**src/rtl/zube_z80_front.sv**
```systemverilog
// Z80 pad front end: synchronises the raw strobes and buses, glitch-filters the
// strobes and emits single-cycle mailbox read/write events plus the data-bus direction.
module zube_z80_front #(
  parameter int          SYNC_STAGES   = 2,
  parameter int          FILTER_CYCLES = 2,
  parameter logic [7:0]  PORT_BASE     = 8'h80
) (
  input  logic       clk,
  input  logic       reset,
  input  logic       z80_write_strobe_b,
  input  logic       z80_read_strobe_b,
  input  logic [7:0] z80_address_bus,
  input  logic [7:0] z80_data_bus_in,
  output logic       wr_pulse_out,
  output logic       rd_pulse_out,
  output logic       port_sel_out,
  output logic [7:0] wr_data_out,
  output logic       z80_bus_dir,
  output logic       conflict_out
);

  typedef enum logic [2:0] {
    IDLE     = 3'd0,
    WR_QUAL  = 3'd1,
    RD_QUAL  = 3'd2,
    WR_HOLD  = 3'd3,
    RD_HOLD  = 3'd4,
    CONFLICT = 3'd5
  } state_t;

  localparam logic [3:0] FILTER_N = 4'(FILTER_CYCLES);

  logic [SYNC_STAGES-1:0] wr_chain;
  logic [SYNC_STAGES-1:0] rd_chain;
  logic [7:0]             addr_chain [SYNC_STAGES];
  logic [7:0]             data_chain [SYNC_STAGES];

  logic       sync_wr;
  logic       sync_rd;
  logic [7:0] sync_addr;
  logic [7:0] sync_data;
  logic       port_match;

  state_t     state;
  logic [3:0] cnt;

  // Strobes idle high, so their synchronisers reset to 1 to avoid a phantom cycle.
  always_ff @(posedge clk or posedge reset) begin
    if (reset) begin
      wr_chain <= '1;
      rd_chain <= '1;
      for (int i = 0; i < SYNC_STAGES; i++) begin
        addr_chain[i] <= '0;
        data_chain[i] <= '0;
      end
    end else begin
      wr_chain      <= {wr_chain[SYNC_STAGES-2:0], z80_write_strobe_b};
      rd_chain      <= {rd_chain[SYNC_STAGES-2:0], z80_read_strobe_b};
      addr_chain[0] <= z80_address_bus;
      data_chain[0] <= z80_data_bus_in;
      for (int i = 1; i < SYNC_STAGES; i++) begin
        addr_chain[i] <= addr_chain[i-1];
        data_chain[i] <= data_chain[i-1];
      end
    end
  end

  assign sync_wr    = wr_chain[SYNC_STAGES-1];
  assign sync_rd    = rd_chain[SYNC_STAGES-1];
  assign sync_addr  = addr_chain[SYNC_STAGES-1];
  assign sync_data  = data_chain[SYNC_STAGES-1];
  assign port_match = (sync_addr[7:1] == PORT_BASE[7:1]);

  always_ff @(posedge clk or posedge reset) begin
    if (reset) begin
      state        <= IDLE;
      cnt          <= 4'd0;
      wr_pulse_out <= 1'b0;
      rd_pulse_out <= 1'b0;
      port_sel_out <= 1'b0;
      wr_data_out  <= 8'h00;
      z80_bus_dir  <= 1'b0;
      conflict_out <= 1'b0;
    end else begin
      wr_pulse_out <= 1'b0;
      rd_pulse_out <= 1'b0;
      conflict_out <= 1'b0;
      case (state)
        IDLE: begin
          if (!sync_wr && !sync_rd) begin
            state        <= CONFLICT;
            conflict_out <= 1'b1;
          end else if (!sync_wr) begin
            state <= WR_QUAL;
            cnt   <= 4'd1;
          end else if (!sync_rd) begin
            state <= RD_QUAL;
            cnt   <= 4'd1;
          end
        end
        // Once the strobe has been low for FILTER_CYCLES samples it is committed.
        WR_QUAL: begin
          if (cnt == FILTER_N) begin
            state <= WR_HOLD;
            if (port_match) begin
              wr_pulse_out <= 1'b1;
              port_sel_out <= sync_addr[0];
              wr_data_out  <= sync_data;
            end
          end else if (!sync_rd) begin
            state        <= CONFLICT;
            conflict_out <= 1'b1;
          end else if (sync_wr) begin
            state <= IDLE;
          end else begin
            cnt <= cnt + 4'd1;
          end
        end
        RD_QUAL: begin
          if (cnt == FILTER_N) begin
            state <= RD_HOLD;
            if (port_match) begin
              rd_pulse_out <= 1'b1;
              port_sel_out <= sync_addr[0];
              z80_bus_dir  <= 1'b1;
            end
          end else if (!sync_wr) begin
            state        <= CONFLICT;
            conflict_out <= 1'b1;
          end else if (sync_rd) begin
            state <= IDLE;
          end else begin
            cnt <= cnt + 4'd1;
          end
        end
        WR_HOLD: begin
          if (sync_wr) state <= IDLE;
        end
        RD_HOLD: begin
          if (sync_rd) begin
            state       <= IDLE;
            z80_bus_dir <= 1'b0;
          end
        end
        CONFLICT: begin
          z80_bus_dir <= 1'b0;
          if (sync_wr && sync_rd) state <= IDLE;
        end
        default: state <= IDLE;
      endcase
    end
  end

endmodule

```
**config.mk**
```make
export PLATFORM = sky130hd
export DESIGN_NAME = zube_z80_front
export DESIGN_NICKNAME = d
export VERILOG_FILES = /design/src/rtl/zube_z80_front.sv
export SDC_FILE = /design/constraint.sdc
export NUM_CORES = 1
export LEC_CHECK = 0
export ABC_AREA = 1
export BUFFER_PORTS_ARGS = -buffer_cell sky130_fd_sc_hd__buf_4
export CAP_MARGIN = 20
export CORE_MARGIN = 5
export CORE_UTILIZATION = 40
export CTS_BUF_LIST = sky130_fd_sc_hd__clkbuf_4
export DETAILED_ROUTE_END_ITERATION = 6
export SYNTH_ARGS = -nofsm -noshare
export SYNTH_HDL_FRONTEND = slang
export SYNTH_SLANG_ARGS = --single-unit
```
**constraint.sdc**
```tcl
create_clock -name clk -period 2 [get_ports clk]
set_input_delay 0.1 -clock clk [delete_from_list [all_inputs] [get_ports clk]]
set_output_delay 0.1 -clock clk [all_outputs]
set_load 0.05 [all_outputs]
```
# Yosys cells after proc, flatten, opt, wreduce, memory -nomap -nowiden
# Cells that the tools add are included.
[word_totals] register_bits=56 input_bits=20 out_inout_bits=13 elab_cells=83
[classes] add_sub_neg=1 eq_ne=20 n_mux=35 reduce_logical=13
[op_table] cell="$mux 4" n=9
[op_table] cell="$mux 3" n=10
[op_table] cell="$ne 2x2->1 const B" n=11
[op_table] cell="$pmux 3 s6" n=1
[op_table] cell="$mux 1" n=12
[op_table] cell="$pmux 4 s3" n=1
[op_table] cell="$reduce_and 9->1" n=1
[op_table] cell="$eq 7x7->1 const B" n=1
[op_table] cell="$eq 3x2->1 const B" n=2
[op_table] cell="$eq 3x3->1 const B" n=2
[op_table] cell="$pmux 1 s3" n=2
[op_table] cell="$reduce_and 3->1" n=2
[op_table] cell="$reduce_bool 3->1" n=2
[op_table] cell="$add 4x1->4 const B" n=1
[op_table] cell="$eq 4x2->1 const B" n=1
[op_table] cell="$ne 4x4->1 const B" n=1
[op_table] cell="$reduce_and 4->1" n=1
[op_table] cell="$eq 3x1->1 const B" n=1
[op_table] cell="$logic_not 3->1" n=1
[op_table] cell="$ne 3x3->1 const B" n=1
[op_table] cell="$logic_and 1x1->1" n=2
[op_table] cell="$logic_not 1->1" n=2
[op_table] cell="$reduce_and 2->1" n=1
[op_table] cell="$reduce_or 2->1" n=1

# Logic depth before layout (Yosys ltp)
# Gate-level depths: netlist of run 1.
[logic_depth] word_depth=5 ltp_mapped=9 depth_no_buf=9

# Worst setup path before layout of run 1
# No wires, ideal clock.
[synth_timing] path_kind="register to register" from="register cnt[0]" to="register cnt[0]" setup_time_ns=0.117 arrival_time_ns=1.183 required_ns=1.883 slack_ns=0.700 path_stages_with_launch=9 path_buffers=0 synth_period_minus_slack_ns=1.300 path_cell_list="dfrtp_1 -> inv_1 -> ha_1 -> nand2_2 -> nand2_1 -> a21oi_1 -> nand3_2 -> nand2_1 -> nand2_1"
[synth_between] elab_chain_len=5 elab_cells_between_ends=12 cone_classes="add/sub (1); eq/ne (3); mux (7); reduce/logical (1)"
[synth_rtl] item="start: declaration" line="45" source="logic [3:0] cnt;"
[synth_rtl] item="start signal: assignment" line="116" source="cnt <= cnt + 4'd1;"
[synth_rtl] item="start signal: assignment" line="133" source="cnt <= cnt + 4'd1;"
[synth_rtl] item="$add 4x1->4" line="116, 133"
[synth_rtl] item="$mux 4 (on tied branches)" line="130, 113"
[synth_rtl] item="$mux 4 (on tied branches)" line="127, 110"
[synth_rtl] item="$mux 4 (on tied branches)" line="120, 103"
[synth_rtl] item="$pmux 4 s3" line="88" source="case (state)"
# Several ways; a longest one is shown, not always the timed one. The select of a mux whose other input is x is not followed.
# A chain may end at the register's enable or synchronous reset.

# Worst setup path after layout of run 1
# Ends and elaborated chain as after synthesis.

==> results of run 1 <==
[metrics by stage]
stage	std cells	total power, mW	setup slack (ns)	instance area (um^2)
after global placement	282	2.009	0.6101	2349
after CTS	308	2.509	0.5143	2589
after floorplan	182	1.857	0.5353	2014
after detailed placement	282	2.020	0.5410	2349
after global routing	308	2.669	0.3537	2589
final	308	2.487	0.5338	2589
[worst paths after layout]
path                                            to  slack (ns)  depth (start not counted)                    start
setup reg to reg                cnt[0]$_DFFE_PP0P_        0.53                          8       cnt[0]$_DFFE_PP0P_
hold reg to reg             sync_addr[0]$_DFF_PP0_        0.35                          0  addr_chain[8]$_DFF_PP0_
max in group asynchronous   sync_data[6]$_DFF_PP0_        1.07                          4                    reset
min in group clk            sync_addr[0]$_DFF_PP0_        0.35                          0  addr_chain[8]$_DFF_PP0_
hold / removal             addr_chain[9]$_DFF_PP0_        0.30                          3                    reset
setup / recovery                cnt[0]$_DFFE_PP0P_        0.53                          8       cnt[0]$_DFFE_PP0P_
[sequential cells by signal, indices dropped and copies added, names as in the netlist]
signal and flops:
wr_data_out 8, sync_addr 8, wr_pulse_out 1, rd_pulse_out 1
port_sel_out 1, cnt 4, addr_chain 8, state 3
conflict_out 1, z80_bus_dir 1, wr_chain 2, data_chain 8
rd_chain 2, sync_data 8
[cell usage after synthesis, types with 2 or more instances]
cell type | number | area [um^2]
nand4_1 | 2 | 12.51
inv_2 | 4 | 15.01
dfstp_2 | 4 | 105.1
inv_1 | 10 | 37.54
nand2_1 | 49 | 183.9
nand2_2 | 5 | 31.28
a21oi_1 | 6 | 30.03
ha_1 | 2 | 25.02
nor2_2 | 3 | 18.77
o21ai_0 | 5 | 25.02
nor2_4 | 3 | 33.78
nor2_1 | 16 | 60.06
nand3_1 | 12 | 60.06
dfrtp_1 | 52 | 1301
[tightest hold or removal path, cell delays in order]
cell and delay, ns:
dlygate4sd3_1 0.53, buf_4 0.13, inv_2 0.38
[timing repair]
action,CTS,global route
endpoints found under the hold margin,39,0
hold buffers,19,0
setup endpoints to repair,0,0
[power groups by stage]
stage          clock (mW)  sequential (mW)  combinational (mW)
3_5_place_dp            0             1.37               0.655
5_1_grt             0.528             1.37               0.775
4_1_cts             0.479             1.34               0.687
2_1_floorplan           0             1.36               0.501
3_3_place_gp            0             1.36               0.645
6_report            0.459             1.35               0.681
[cell type report]
type,count,area [um^2]
clock buffer,5,37.54
clock inverter,2,12.51
fill,431,2228
inverter,15,61.31
multi-input combinational,110,541.8
sequential,56,1406
tap,67,83.83
timing repair buffer,53,445.4
[routing by layer]
layer	part of all wire (%)	wire length, um	vias up
met5	0	0	-
met4	1.7	60	0
met3	4.6	161	7
met2	48	1691	32
met1	45	1591	654
li1	-	-	687
[cell families (layout without fill, tap and decap cells)]
group	after synthesis	in the layout	synth area share, %
buffers and inverters	16	75	3.292
AO/OA/AOI/OAI	12	12	2.981
adder cells (fa/ha/maj)	2	2	1.242
flip-flops	56	56	69.81
AND/OR/NAND/NOR	94	94	21.80
XOR/XNOR	2	2	0.8697
==> impl_metrics.env, run 1 <==
export IMPL_ios=33
export IMPL_worstHoldPathType="in2async"
export IMPL_drv_cap=0
export IMPL_synth_ff_type="dfrtp_1"
export IMPL_ctsResizeCount=0
export IMPL_synth_area_per_cell_um2=11.07
export IMPL_setup_tns_ns=0
export IMPL_endpoint_kind="register"
export IMPL_drive_above_1_share_pct=26.56
export IMPL_design_die_area_mm2=0.006555
export IMPL_crit_top_cell="nand2_1"
export IMPL_crit_arrival_ns=1.74
export IMPL_place_congestion=0.7984
export IMPL_met3_usage_pct=3.991
export IMPL_cp_max_fo=6
export IMPL_pwr_share_seq_pct=54.2
export IMPL_path_cells="inv_1 -> ha_1 -> nand2_2 -> nand2_1 -> a21oi_1 -> nand3_2 -> nand2_1 -> nand2_1"
export IMPL_use_met2_pct=19.70
export IMPL_dp_hpwl_um=2484
export IMPL_die_w_um=80.97
export IMPL_syn_area_mm2=0.002014
export IMPL_synth_seq_area_share_pct=69.81
export IMPL_grt_max_degree=28
export IMPL_synth_seq_cells=56
export IMPL_drtIter0Drc=65
export IMPL_htree_levels=2
export IMPL_vias_per_cell=4.481
export IMPL_syn_nets=204
export IMPL_slew_violations=0
export IMPL_vias=1380
export IMPL_power_density_mw_per_mm2=960.8
export IMPL_grt_total_usage_pct=12.70
export IMPL_crit_path_max_incr_delay_ns=0.45
export IMPL_criticalPathCategory="reg2reg"
export IMPL_p_comb_share_pct=27.4
export IMPL_diodes=0
export IMPL_hold_worst_slack_ns=0.3005
export IMPL_final_util_pct=53.74
export IMPL_synth_edf_count=0
export IMPL_layout_nets=263
export IMPL_cp_required_ns=2.28
export IMPL_initial_core_util_pct=41.82
export IMPL_p_leak_nw=1.322
export IMPL_fin_crit_ns=1.466
export IMPL_pwr_share_clk_pct=18.5
export IMPL_rows=25
export IMPL_ant_nets=0
export IMPL_worst_path_buf_inv=1
export IMPL_worstMarginPinSlew_ns=0.5161
export IMPL_internal_power_mw=1.616
export IMPL_sw_frac_of_total_pct=35.04
export IMPL_clockBufferDepth=2
export IMPL_antenna_found_initial=0
export IMPL_ir_drop_mv=0.5259
export IMPL_grt_pass1_wl_um=6320
export IMPL_final_common_cell="dfrtp_1"
export IMPL_post_cts_buffers=0
export IMPL_die_height_um=80.97
export IMPL_root_buffer="clkbuf_4"
export IMPL_routed_wirelength_um=3505
export IMPL_cts_tree="done"
export IMPL_synth_cells=182
export IMPL_finalHoldViolations=0
export IMPL_rsz0062_at_grt="false"
export IMPL_drc=0
export IMPL_areaGrowthSynthToFinish_pct=28.51
export IMPL_use_met1_pct=17.03
export IMPL_port_buffer_count=32
export IMPL_avgRoutedWirePerCell_um=11.38
export IMPL_fmax_mhz=682.0
export IMPL_relSlewSlack_pct=65.54
export IMPL_slowest_stage="dfrtp_1"
export IMPL_layout_common_cells="dfrtp_1 (52), nand2_1 (49), buf_4 (34)"
export IMPL_status="finished, final reports clean"
export IMPL_grt_busiest_layer="met2"
export IMPL_setup_viol=0
export IMPL_startpoint_type="register"
export IMPL_grt_overflow=0
export IMPL_clkTransAtPathRegs_ns=0.15
export IMPL_synthArstFlopShare_pct=100.0
export IMPL_switchingPower_mw=0.8716
export IMPL_grt_pass1_vias=1388
export IMPL_synth_cell_types=23
export IMPL_finClkSkew_ns=0.01466
export IMPL_yosysWarnings=0
export IMPL_firstDrtPassIters=4
export IMPL_cts_made_buffers=5
export IMPL_cts_sinks=56
export IMPL_clk_latency_ns=0.37
export IMPL_crit_family="simple AND/OR/NAND/NOR gates"
export IMPL_core_mm2=0.004817
export IMPL_finalCritPeriodShare_pct=73.31
(Power assumes the default switching activity.)
==> run 2, diff against run 1 <==
Clock period 2 ns to 1.51 ns, I/O delays scaled along.
==> run 2 against run 1 <==
Compared with the run above:
- setup slack worse by 0.40 ns
- combinational power increased by 43%
- sequential share of layout area fell by 0.95 points
- first-iteration DRC count is 18% lower
- critical path type unchanged
- via count is 0.22% lower
- die area is the same
==> impl_metrics.env, run 2 (synthesis results as in run 1) <==
export IMPL_status="finished, final reports clean"
export IMPL_grt_max_degree=57
export IMPL_hold_worst_slack_ns=0.2925
export IMPL_design_die_area_mm2=0.006555
export IMPL_ir_drop_mv=0.9267
export IMPL_grt_total_usage_pct=12.38
export IMPL_worstHoldPathType="in2async"
export IMPL_ant_nets=0
export IMPL_layout_nets=265
export IMPL_dp_hpwl_um=2257
export IMPL_cts_tree="done"
export IMPL_worstMarginPinSlew_ns=0.3487
export IMPL_relSlewSlack_pct=76.66
export IMPL_multiInputGateArea_um2=551.8
export IMPL_finalCritPeriodShare_pct=90.99
export IMPL_setup_tns_ns=0
export IMPL_fmax_mhz=727.8
export IMPL_antenna_found_initial=0
export IMPL_grt_pass1_wl_um=6196
export IMPL_cp_max_fo=6
export IMPL_die_height_um=80.97
export IMPL_diodes=0
export IMPL_criticalPathCategory="reg2reg"
export IMPL_core_mm2=0.004817
export IMPL_startpoint_type="register"
export IMPL_initial_core_util_pct=41.82
export IMPL_root_buffer="clkbuf_4"
export IMPL_vias_per_cell=4.428
export IMPL_vias=1377
export IMPL_routed_wirelength_um=3416
export IMPL_nFillCells=443
export IMPL_drtIter0Drc=53
export IMPL_place_congestion=0.8454
export IMPL_finClkSkew_ns=0.01191
export IMPL_grt_pass1_vias=1406
export IMPL_clkTransAtPathRegs_ns=0.16
export IMPL_grt_overflow=0
export IMPL_p_leak_nw=1.346
export IMPL_final_common_cell="dfrtp_1"
export IMPL_firstDrtPassIters=4
export IMPL_ios=33
export IMPL_die_w_um=80.97
export IMPL_fin_crit_ns=1.374
export IMPL_finalHoldViolations=0
export IMPL_instances_no_fill=311
export IMPL_cts_made_buffers=5
export IMPL_htree_levels=2
export IMPL_endpoint_kind="register"
export IMPL_port_buffer_count=32
export IMPL_power_density_mw_per_mm2=1283
export IMPL_areaGrowthSynthToFinish_pct=30.81
export IMPL_dpl_cell_count=282
export IMPL_cts_sinks=56
export IMPL_cp_required_ns=1.80
export IMPL_seq_area_mm2=0.001406
export IMPL_slew_violations=0
export IMPL_drv_cap=0
export IMPL_rows=25
export IMPL_avgRoutedWirePerCell_um=10.98
export IMPL_clockBufferDepth=2
export IMPL_layout_common_cells="dfrtp_1 (52), nand2_1 (49), buf_4 (35)"
export IMPL_drive_above_1_share_pct=27.87
export IMPL_clk_latency_ns=0.37
export IMPL_setup_viol=0
export IMPL_crit_arrival_ns=1.66
export IMPL_drc=0
export IMPL_ff2ff_path_depth=7
export IMPL_rsz0062_at_grt="false"
run 2: changes by cell type in the layout (fill, tap and decap cells not counted), sizes merged:
cell,before,now
buf,34,36
clkbuf,5,6
clkinv,3,2
inv,14,15
run 2: what timing repair did:
action,in CTS,in global routing
buffers inserted,0,2
gates resized for setup,0,3
hold endpoints to repair,74,0
endpoints found under the setup margin,0,4
hold buffers,19,0
run 2: per-layer routing:
layer / GRT usage (%) / vias up / wire length (um)
li1: - / 691 / -
met1: 15.88 / 644 / 1577
met2: 19.21 / 35 / 1610
met3: 3.880 / 7 / 165
met4: 5.574 / 0 / 62
met5: 0 / - / 0
run 2: area by class of cell:
class / count / share of cell area [%]
Sequential cell: 56 / 53.37
Multi-Input combinational cell: 110 / 20.94
Timing Repair Buffer: 55 / 17.95
Tap cell: 67 / 3.181
Inverter: 15 / 2.327
Clock buffer: 6 / 1.709
Clock inverter: 2 / 0.5223
run 2: worst max-delay path, stage by stage (launching register included):
cell and delay, ns:
dfrtp_1 0.43, ha_1 0.22, nand2_4 0.12, nand2_1 0.11
a21oi_1 0.16, nand3_2 0.12, nand2_1 0.08, nand2_1 0.05
run 2: through the flow:
step                setup slack, ns  util (%)  power [mW]  area (um^2)
global route                0.01089     54.70       3.630         2635
finish                       0.1361     54.70       3.382         2635
floorplan                   0.06984         -       2.460         2014
detailed placement          0.09827     49.01       2.686         2361
CTS                         0.06846     54.18       3.386         2610
global placement             0.1031     49.01       2.688         2361
run 2: power by group:
group          switching (mW)  internal (mW)  total [mW]
Combinational           0.596          0.376       0.972
Clock                   0.442          0.206       0.648
Sequential              0.128           1.63        1.76
Total                    1.17           2.22        3.38
run 2: final timing paths:
path	startpoint	end	slack [ns]
setup / recovery	cnt[1]$_DFFE_PP0P_	cnt[3]$_DFFE_PP0P_	0.14
max in group asynchronous	reset	rd_chain[0]$_DFF_PP1_	0.92
hold reg to reg	wr_chain[0]$_DFF_PP1_	wr_chain[1]$_DFF_PP1_	0.35
setup reg to reg	cnt[1]$_DFFE_PP0P_	cnt[3]$_DFFE_PP0P_	0.14
hold / removal	reset	wr_data_out[2]$_DFFE_PP0P_	0.29
min in group clk	z80_address_bus[4]	addr_chain[12]$_DFF_PP0_	0.35
